File: src/rtl/gray_reader.sv
// Gray-code position reader: synchronizes an async Gray bus, debounces it,
// decodes to binary and flags direction and illegal multi-step jumps.
module gray_reader #(
  parameter int LEN    = 10,
  parameter int STABLE = 4
) (
  input  logic           CLK,
  input  logic           RST_N,
  input  logic [LEN-1:0] GRAY,
  output logic [LEN-1:0] BIN,
  output logic           VALID,
  output logic           DIR,
  output logic           STEP_ERR,
  output logic [7:0]     ERR_CNT,
  output logic           LOCKED
);

  localparam logic [7:0] CNT_MAX = 8'(STABLE);
  localparam logic [7:0] CNT_ACC = 8'(STABLE - 1);

  logic [LEN-1:0] s1, s2, s3;
  logic [LEN-1:0] held;
  logic [7:0]     cnt;
  logic [LEN-1:0] dec;
  logic [LEN-1:0] diff;
  logic           same;
  logic           accept;
  logic           step_up;
  logic           step_dn;

  function automatic logic [LEN-1:0] g2b(input logic [LEN-1:0] g);
    logic [LEN-1:0] b;
    b[LEN-1] = g[LEN-1];
    for (int i = LEN - 2; i >= 0; i--) begin
      b[i] = b[i+1] ^ g[i];
    end
    return b;
  endfunction

  always_comb begin
    dec     = g2b(s2);
    diff    = dec - BIN;
    same    = (s2 == s3);
    step_up = (diff == LEN'(1));
    step_dn = (diff == {LEN{1'b1}});
    accept  = same && (cnt == CNT_ACC) &&
              (!LOCKED || (s2 != held));
  end

  always_ff @(posedge CLK or negedge RST_N) begin
    if (!RST_N) begin
      s1       <= '0;
      s2       <= '0;
      s3       <= '0;
      held     <= '0;
      cnt      <= '0;
      BIN      <= '0;
      VALID    <= 1'b0;
      DIR      <= 1'b1;
      STEP_ERR <= 1'b0;
      ERR_CNT  <= '0;
      LOCKED   <= 1'b0;
    end else begin
      s1       <= GRAY;
      s2       <= s1;
      s3       <= s2;
      VALID    <= accept;
      STEP_ERR <= 1'b0;
      if (!same) begin
        cnt <= '0;
      end else if (cnt < CNT_MAX) begin
        cnt <= cnt + 8'd1;
      end
      if (accept) begin
        held   <= s2;
        BIN    <= dec;
        LOCKED <= 1'b1;
        // first acceptance after reset has no prior position to compare
        if (LOCKED) begin
          if (step_up) begin
            DIR <= 1'b1;
          end else if (step_dn) begin
            DIR <= 1'b0;
          end else begin
            STEP_ERR <= 1'b1;
            if (ERR_CNT != 8'hFF) begin
              ERR_CNT <= ERR_CNT + 8'd1;
            end
          end
        end
      end
    end
  end

endmodule

File: config.mk
export PLATFORM = sky130hd
export DESIGN_NAME = gray_reader
export DESIGN_NICKNAME = d
export VERILOG_FILES = /design/src/rtl/gray_reader.sv
export SDC_FILE = /design/constraint.sdc
export NUM_CORES = 1
export LEC_CHECK = 0
export CAP_MARGIN = 10
export CORE_MARGIN = 2
export CORE_UTILIZATION = 29
export DETAILED_ROUTE_END_ITERATION = 8
export GPL_TIMING_DRIVEN = 0
export PLACE_DENSITY = 0.45
export SKIP_CTS_REPAIR_TIMING = 1
export SLEW_MARGIN = 20
export SYNTH_ARGS = -nofsm -noshare
export SYNTH_HDL_FRONTEND = slang
export SYNTH_SLANG_ARGS = --single-unit
File: constraint.sdc
create_clock -name CLK -period 6.3 [get_ports CLK]
set_clock_uncertainty 0.05 [all_clocks]
set_input_delay 1.89 -clock CLK [delete_from_list [all_inputs] [get_ports CLK]]
set_output_delay 1.89 -clock CLK [all_outputs]
set_load 0.05 [all_outputs]
# == Word-level counts from Yosys, hierarchy flattened ==
# Index checks and enable logic that the tools add are counted.
# classes
addsub,3
n_mul,0
n_div,0
order_cmp,1
eq_ne,7
shifts,0
mux,8
n_bitwise,11
reduce_logical,7
# op_table
cell,n
$add A8 B1 Y8 const B,2
$mux W8,2
$eq A10 B1 Y1 const B,1
$eq A10 B10 Y1,1
$eq A10 B10 Y1 const B,1
$ne A10 B10 Y1,1
$sub A10 B10 Y10,1
$xor A1 B1 Y1,9
$eq A8 B2 Y1 const B,1
$lt A8 B3 Y1 const B,1
$ne A8 B8 Y1 const B,1
$mux W1,6
$reduce_and A5 Y1,1
$reduce_and A3 Y1,1
$logic_and A1 B1 Y1,2
$ne A2 B1 Y1 const B,1
$not A1 Y1,2
$reduce_bool A2 Y1,1
$logic_not A1 Y1,1
$logic_or A1 B1 Y1,1
# word_totals
register_bits,70
latch_bits,0
ramBits,0
mem_bits_ro,0
in_bits,12
output_inout_bits,22
mem_count,0

# == Depth between registers and ports, before layout ==
# Gate-level depths: netlist of run 1.
# depth
ltp_word,15
ltp_mapped,18

# == Least setup slack after synthesis of run 1 ==
# Ideal clock, no wire load.
# synth_timing
kind,register to register
start,register s2[9]
end,register ERR_CNT[1]
arrival_ps,4488
path_slack_ps,1637
stages_incl_launch_ff,18
cell_sequence,dfrtp_1 > xor2_1 > xnor2_2 > xor2_1 > xor2_1 > xnor2_1 > xnor2_1 > ha_1 > inv_1 > fa_1 > a21o_1 > a21oi_2 > xnor2_1 > or4_1 > nor4b_1 > a21oi_1 > o21ai_2 > mux2_4
# synth_between
elab_chain_cells,13
# synth_lines
element,line_no,rtl
"start, declared",21,"logic [LEN-1:0] s1, s2, s3;"
"start signal, assigned",53,s2 <= '0;
"start signal, assigned",65,s2 <= s1;
$xor A1 B1 Y1 (*),35,b[i] = b[i+1] ^ g[i];
via dec[8],24,logic [LEN-1:0] dec;
$xor A1 B1 Y1 (*) (4 in a row),35,
via dec[4],24,
$xor A1 B1 Y1 (*),35,
via dec[3],24,
$xor A1 B1 Y1 (*) (2 in a row),35,
via dec[1],24,
$xor A1 B1 Y1,35,
$sub A10 B10 Y10 (*),42,diff = dec - BIN;
$eq A10 B10 Y1 / $eq A10 B1 Y1 (equally long branches),"45, 44",
$not A1 Y1 (no source line),--,
$reduce_and A5 Y1 (no source line) (*),--,
"end signal, assigned",87,ERR_CNT <= ERR_CNT + 8'd1;
"end, declared",14,"output logic [7:0] ERR_CNT,"
# The timed path passes the listed nets; every way through them passes the cells marked *.
# A chain may end at the register's enable or synchronous reset.

# == Worst setup path after layout of run 1 ==
# layout_timing
start,register s2[8]
end,register ERR_CNT[1]
# Same word-level chain as after synthesis.

==> results of run 1 <==
-- where the power goes --
group	total, mW	leakage, nW	internal [mW]	switching, mW
Combinational	0.246	0.717	0.0989	0.147
Sequential	0.461	0.891	0.453	0.00751
Clock	0.504	0.142	0.307	0.196
-- cell usage after synthesis (all sizes together) (2+ instances only) --
| cell | n |
|---|---|
| nand2 | 38 |
| nor3 | 5 |
| buf | 5 |
| o21ai | 13 |
| nand2b | 2 |
| clkbuf | 4 |
| mux2 | 4 |
| xor2 | 9 |
| a21boi | 2 |
| a21oi | 9 |
| nand4 | 7 |
| and2 | 9 |
| inv | 17 |
| xnor2 | 35 |
| o211ai | 4 |
| o41a | 2 |
| and3 | 3 |
| nor4 | 3 |
| nand3b | 2 |
| nor2 | 7 |
| nand3 | 8 |
| o2111ai | 4 |
| dfrtp | 68 |
| o21a | 3 |
| ha | 12 |
| a21o | 5 |
-- final timing paths --
kind                       startpoint         end  slack, ns  depth (start not counted)
setup / recovery                s2[8]  ERR_CNT[1]       0.85                         17
hold / removal                  s1[2]       s2[2]       0.30                          0
max in group asynchronous       RST_N         DIR       4.15                          2
hold reg to reg                 s1[2]       s2[2]       0.30                          0
min in group asynchronous       RST_N       s1[7]       1.45                          1
setup reg to reg                s2[8]  ERR_CNT[1]       0.85                         17
-- worst max-delay path: stages, from the launching register on --
cell and delay, ns:
dfrtp_1 0.46, xor2_1 0.38, xnor2_2 0.20, xor2_1 0.33, xor2_1 0.48, xnor2_1 0.29
xnor2_1 0.33, ha_1 0.20, inv_1 0.06, fa_1 0.42, a21o_1 0.19, a21oi_2 0.16
xnor2_1 0.10, or4_1 0.41, nor4b_1 0.35, a21oi_1 0.30, o21ai_2 0.29, mux2_4 0.31
-- routing by layer --
| metal | vias to the layer above | track usage |
|---|---|---|
| met5 | - | 0 |
| met4 | 0 | 0.0450 |
| met3 | 13 | 0.0383 |
| met2 | 36 | 0.176 |
| met1 | 1048 | 0.147 |
| li1 | 1112 | - |
-- metrics by stage --
stage               total power [mW]  hold WS [ns]   util
finish                          1.21         0.296  0.375
global route                    1.29         0.305  0.375
CTS                             1.23         0.297  0.375
detailed placement             0.715         0.285  0.348
global placement               0.713         0.281  0.347
floorplan                      0.652         0.281      -
-- cell type report --
class | count | area share
inverters | 17 | 0.0155
repair buffers | 34 | 0.0844
flip-flops and latches | 69 | 0.419
clock inverters | 7 | 0.0176
well taps | 140 | 0.0425
multi-input cells | 201 | 0.354
clock buffers | 9 | 0.0546
plain buffers | 9 | 0.0124
-- sequential cells by signal, summed over array words and instances (netlist names) --
signal / flops
BIN: 10
DIR: 1
ERR_CNT: 8
LOCKED: 1
STEP_ERR: 1
VALID: 1
cnt: 8
held: 9
s1: 10
s2: 10
s3: 10
-- cell families after synthesis --
kind of cell,count (synthesis),synth area share
buffers and inverters,26,0.0349
XOR/XNOR,44,0.121
multiplexers,5,0.0178
flip-flops,69,0.523
AO/OA/AOI/OAI,50,0.110
adder cells (fa/ha/maj),13,0.0515
AND/OR/NAND/NOR,89,0.141
==> impl_metrics.csv, run 1 <==
group,metric,value,unit
run,maxCapViolations,0,
setup_path,critPathLaunchType,"register",
layout,final_cell_mix,"68 x dfrtp_1, 38 x nand2_1, 34 x xnor2_1, 32 x clkdlybuf4s50_1, 17 x inv_1",
route,routedWlPerCell,13.1,um
setup_path,crit_path_max_fanout,8,
synthesis,synth_nets,321,
timing,slew_viol_final,0,
global_routing,grt_overflow,0,
clock_network,cts_root_buf,"clkbuf_16",
clock_network,clockBufferDepth,2,
synthesis,synthTopCellsByArea,"dfrtp_1 52%, xnor2_1 9.0%, ha_1 4.5%",
route,dr.pass1.iters,4,
setup_path,end_kind,"register",
synthesis,synth_cells,296,
synthesis,yosysSeqAreaShare,0.523,
setup_path,cp.arrival,5.62,ns
setup_path,worstPathRequired,6.47,ns
global_routing,grt_max_degree,38,
floorplanning,die_h,111,um
clock_network,htreeDepth,3,
synthesis,yosysTopAreaCell,"dfrtp_1",
synthesis,synth_area_per_cell,11.2,um2
route,dr_total_vias,2209,
timing,rsz0062_at_grt,"no",
clock_network,cts.sink_count,69,
global_routing,grt_pass1_wl,11200,um
timing,timing.final.ws_setup,0.851,ns
timing,fmaxAchievable,184,MHz
route,wl_met3,221,um
placement,dpl-instance-area,3820,um2
synthesis,synth-seq-cells,69,
floorplanning,pin_count,34,
synthesis,synth_top_cell_area_share,0.515,
setup_path,worstSetupPathType,"reg2reg",
placement,pre_cts_slack,0.780,ns
synthesis,yosys_warnings,0,
route,vias_per_cell,4.55,
layout,area_growth,24.9,%
layout,antennaDiodeCount,0,
clock_network,cts_tree,"done",
placement,hpwl,4660,um
hold_path,hp-class,"reg2reg",
layout,final_area,4120,um2
global_routing,grt_pass1_vias,2302,
timing,min_period_over_period,0.865,
synthesis,ys_async_sr_fraction,1.00,
layout,seq_area,1730,um2
timing,maxSlewHeadroom,0.375,
timing,fin_tns_setup,0,ns
route,top_layer,"met4",
clock_network,clk_pin_slew,0.06,ns
layout,nets,366,
timing,worstMarginPinSlew,0.927,ns
synthesis,synthFlopType,"dfrtp_1",
route,m1WireLength,3060,um
floorplanning,die_x,111,um
layout,final_common_cell,"dfrtp_1",
power_and_ir_drop,power_density,294,nW/um2
outcome,outcome,"finished clean",
global_routing,grt_antenna_before_repair,0,
layout,layoutNonFillerInstCount,486,
floorplanning,die_area,12300,um2
synthesis,syn_area,3300,um2
clock_network,cts_buffers,9,
floorplanning,start_util,0.301,
route,drt_iter0_markers,88,
timing,setup_violations,0,
route,antenna_left,0,
placement,dp.cells,470,
floorplanning,core_area,11000,um2
layout,multi_input_area,1460,um2
layout,fillerInstances,1082,
clock_network,clk_latency,0.33,ns
power_and_ir_drop,power.leakage,1.75,nW
route,drc,0,
timing,hold_viol,0,
placement,gp_congestion,0.808,
route,wl_met2,2970,um
power_and_ir_drop,ir_drop,172,uV
placement,io_buffers,33,
timing,period_minus_slack,5.45,ns
global_routing,grt_usage,0.114,
synthesis,synth_cell_types,51,
layout,final_layout_size_suffix_gt1_frac,0.110,
synthesis,synth_edf_count,0,
floorplanning,placementRows,38,
route,routed_wirelength,6370,um
No activity file was read; power rests on OpenSTA's default activity.
==> inputs of run 2 (changes only) <==
--- a/config.mk
+++ b/config.mk
@@ -8,8 +8,10 @@
 export CAP_MARGIN = 10
 export CORE_MARGIN = 2
 export CORE_UTILIZATION = 29
+export CTS_CLUSTER_SIZE = 25
 export DETAILED_ROUTE_END_ITERATION = 8
 export GPL_TIMING_DRIVEN = 0
+export HOLD_SLACK_MARGIN = 0.06
 export PLACE_DENSITY = 0.45
 export SKIP_CTS_REPAIR_TIMING = 1
 export SLEW_MARGIN = 20
==> results of run 2 <==
The final DEF is identical to that of run 1; final timing and power are the same.
==> inputs of run 3 (changes only) <==
--- a/config.mk
+++ b/config.mk
@@ -6,7 +6,6 @@
 export NUM_CORES = 1
 export LEC_CHECK = 0
 export CAP_MARGIN = 10
-export CORE_MARGIN = 2
 export CORE_UTILIZATION = 29
 export CTS_CLUSTER_SIZE = 25
 export DETAILED_ROUTE_END_ITERATION = 8
==> impl_metrics.csv, run 3 (same netlist as run 1, synthesis figures left out) <==
group,metric,value,unit
route,drc,0,
global_routing,use_met2,0.194,
global_routing,top_usage_layer,"met2",
setup_path,rrSetupSlack,0.83,ns
layout,area_growth,25.1,%
setup_path,reg2reg_depth,17,
clock_network,cts_root_buf,"clkbuf_16",
layout,seq_area,1730,um2
layout,nets,366,
setup_path,reg2reg_from,"s2[8]",
floorplanning,placementRows,38,
placement,gp_congestion,0.778,
floorplanning,core_area,11000,um2
setup_path,regToRegEndpoint,"ERR_CNT[1]",
floorplanning,die_x,109,um
clock_network,clockBufferDepth,2,
layout,antennaDiodeCount,0,
global_routing,grtUsageMet1,0.158,
run,maxCapViolations,0,
setup_path,crit_path_max_fanout,8,
layout,final_area,4130,um2
floorplanning,pin_count,34,
clock_network,clk_latency,0.33,ns
timing,fmaxAchievable,183,MHz
hold_path,min_to,"s2[9]",
setup_path,end_kind,"register",
timing,setup_violations,0,
clock_network,cts_buffers,9,
global_routing,grt_pass1_vias,2188,
power_and_ir_drop,power_density,298,nW/um2
global_routing,grt_overflow,0,
power_and_ir_drop,total_power,1.23,mW
outcome,outcome,"finished clean",
global_routing,grt_pass1_wl,11000,um
global_routing,grt_max_degree,38,
power_and_ir_drop,power.leakage,1.75,nW
route,vias_per_cell,4.48,
placement,dpl-instance-area,3820,um2
route,dr.pass1.iters,4,
layout,final_layout_size_suffix_gt1_frac,0.110,
hold_path,hp-class,"reg2reg",
placement,dp.cells,470,
timing,hold_ws,0.293,ns
timing,hold_viol,0,
route,dr_total_vias,2178,
timing,timing.final.ws_setup,0.835,ns
clock_network,cts.sink_count,69,
timing,worstMarginPinSlew,0.920,ns
layout,fin_util,0.376,
global_routing,gr-usage-met3,0.0377,
layout,layoutNonFillerInstCount,486,
setup_path,cp.arrival,5.64,ns
timing,maxSlewHeadroom,0.380,
setup_path,critPathLaunchType,"register",
setup_path,worstSetupPathType,"reg2reg",
clock_network,clk_pin_slew,0.06,ns
clock_network,cts_tree,"done",
floorplanning,die_area,11800,um2
hold_path,worstHoldPathCells,0,
hold_path,min_from,"s1[9]",
setup_path,worstPathRequired,6.47,ns
floorplanning,start_util,0.301,
timing,period_minus_slack,5.47,ns
floorplanning,die_h,109,um
route,drt_iter0_markers,66,
layout,fillerInstances,1088,
route,routed_wirelength,6350,um
timing,slew_viol_final,0,
timing,min_period_over_period,0.868,
global_routing,grt_antenna_before_repair,0,
placement,hpwl,4510,um
placement,io_buffers,33,
clock_network,htreeDepth,3,
layout,multi_input_area,1460,um2
layout,final_cell_mix,"68 x dfrtp_1, 38 x nand2_1, 34 x xnor2_1, 32 x clkdlybuf4s50_1, 17 x inv_1",
layout,final_common_cell,"dfrtp_1",
timing,fin_tns_setup,0,ns
power_and_ir_drop,ir_drop,166,uV
route,routedWlPerCell,13.1,um
route,antenna_left,0,
setup_path,crit_start,"s2[8]",
timing,rsz0062_at_grt,"no",
placement,pre_cts_slack,0.820,ns
global_routing,grt_usage,0.124,
## run 3: changes by cell type in the layout (fill, tap and decap cells not counted), sizes merged
cell      change
inv           +1
clkinv        -2
clkinvlp      +1
## run 3: layout make-up
| class | instances | area share |
|---|---|---|
| Buffer | 9 | 0.0124 |
| Sequential cell | 69 | 0.418 |
| Inverter | 17 | 0.0154 |
| Multi-Input combinational cell | 201 | 0.353 |
| Tap cell | 140 | 0.0424 |
| Clock inverter | 7 | 0.0197 |
| Clock buffer | 9 | 0.0545 |
| Timing Repair Buffer | 34 | 0.0842 |
## run 3: layer usage
layer | wire length (um) | vias to the layer above
met1 | 3150 | 1028
met5 | 0 | -
li1 | - | 1109
met2 | 2900 | 33
met3 | 197 | 8
met4 | 93 | 0
## run 3: worst max-delay path by stage
stage / end / depth (start not counted)
CTS: ERR_CNT[1] / 17
floorplan: ERR_CNT[1] / 17
global route: ERR_CNT[1] / 17
finish: ERR_CNT[1] / 17
global placement: ERR_CNT[1] / 17
detailed placement: ERR_CNT[1] / 17
## run 3: power by group
part           internal [mW]  switching [mW]
Sequential             0.453         0.00751
Clock                  0.312           0.213
Combinational         0.0991           0.148
Total                  0.864           0.368
## run 3: critical path, cell delays in order, from the launching register on
cell     delay [ns]
dfrtp_1        0.49
xor2_1         0.37
xnor2_2        0.20
xor2_1         0.36
xor2_1         0.47
xnor2_1        0.27
xnor2_1        0.32
ha_1           0.20
inv_1          0.06
fa_1           0.42
a21o_1         0.19
a21oi_2        0.17
xnor2_1        0.11
or4_1          0.41
nor4b_1        0.35
a21oi_1        0.31
o21ai_2        0.29
mux2_4         0.31
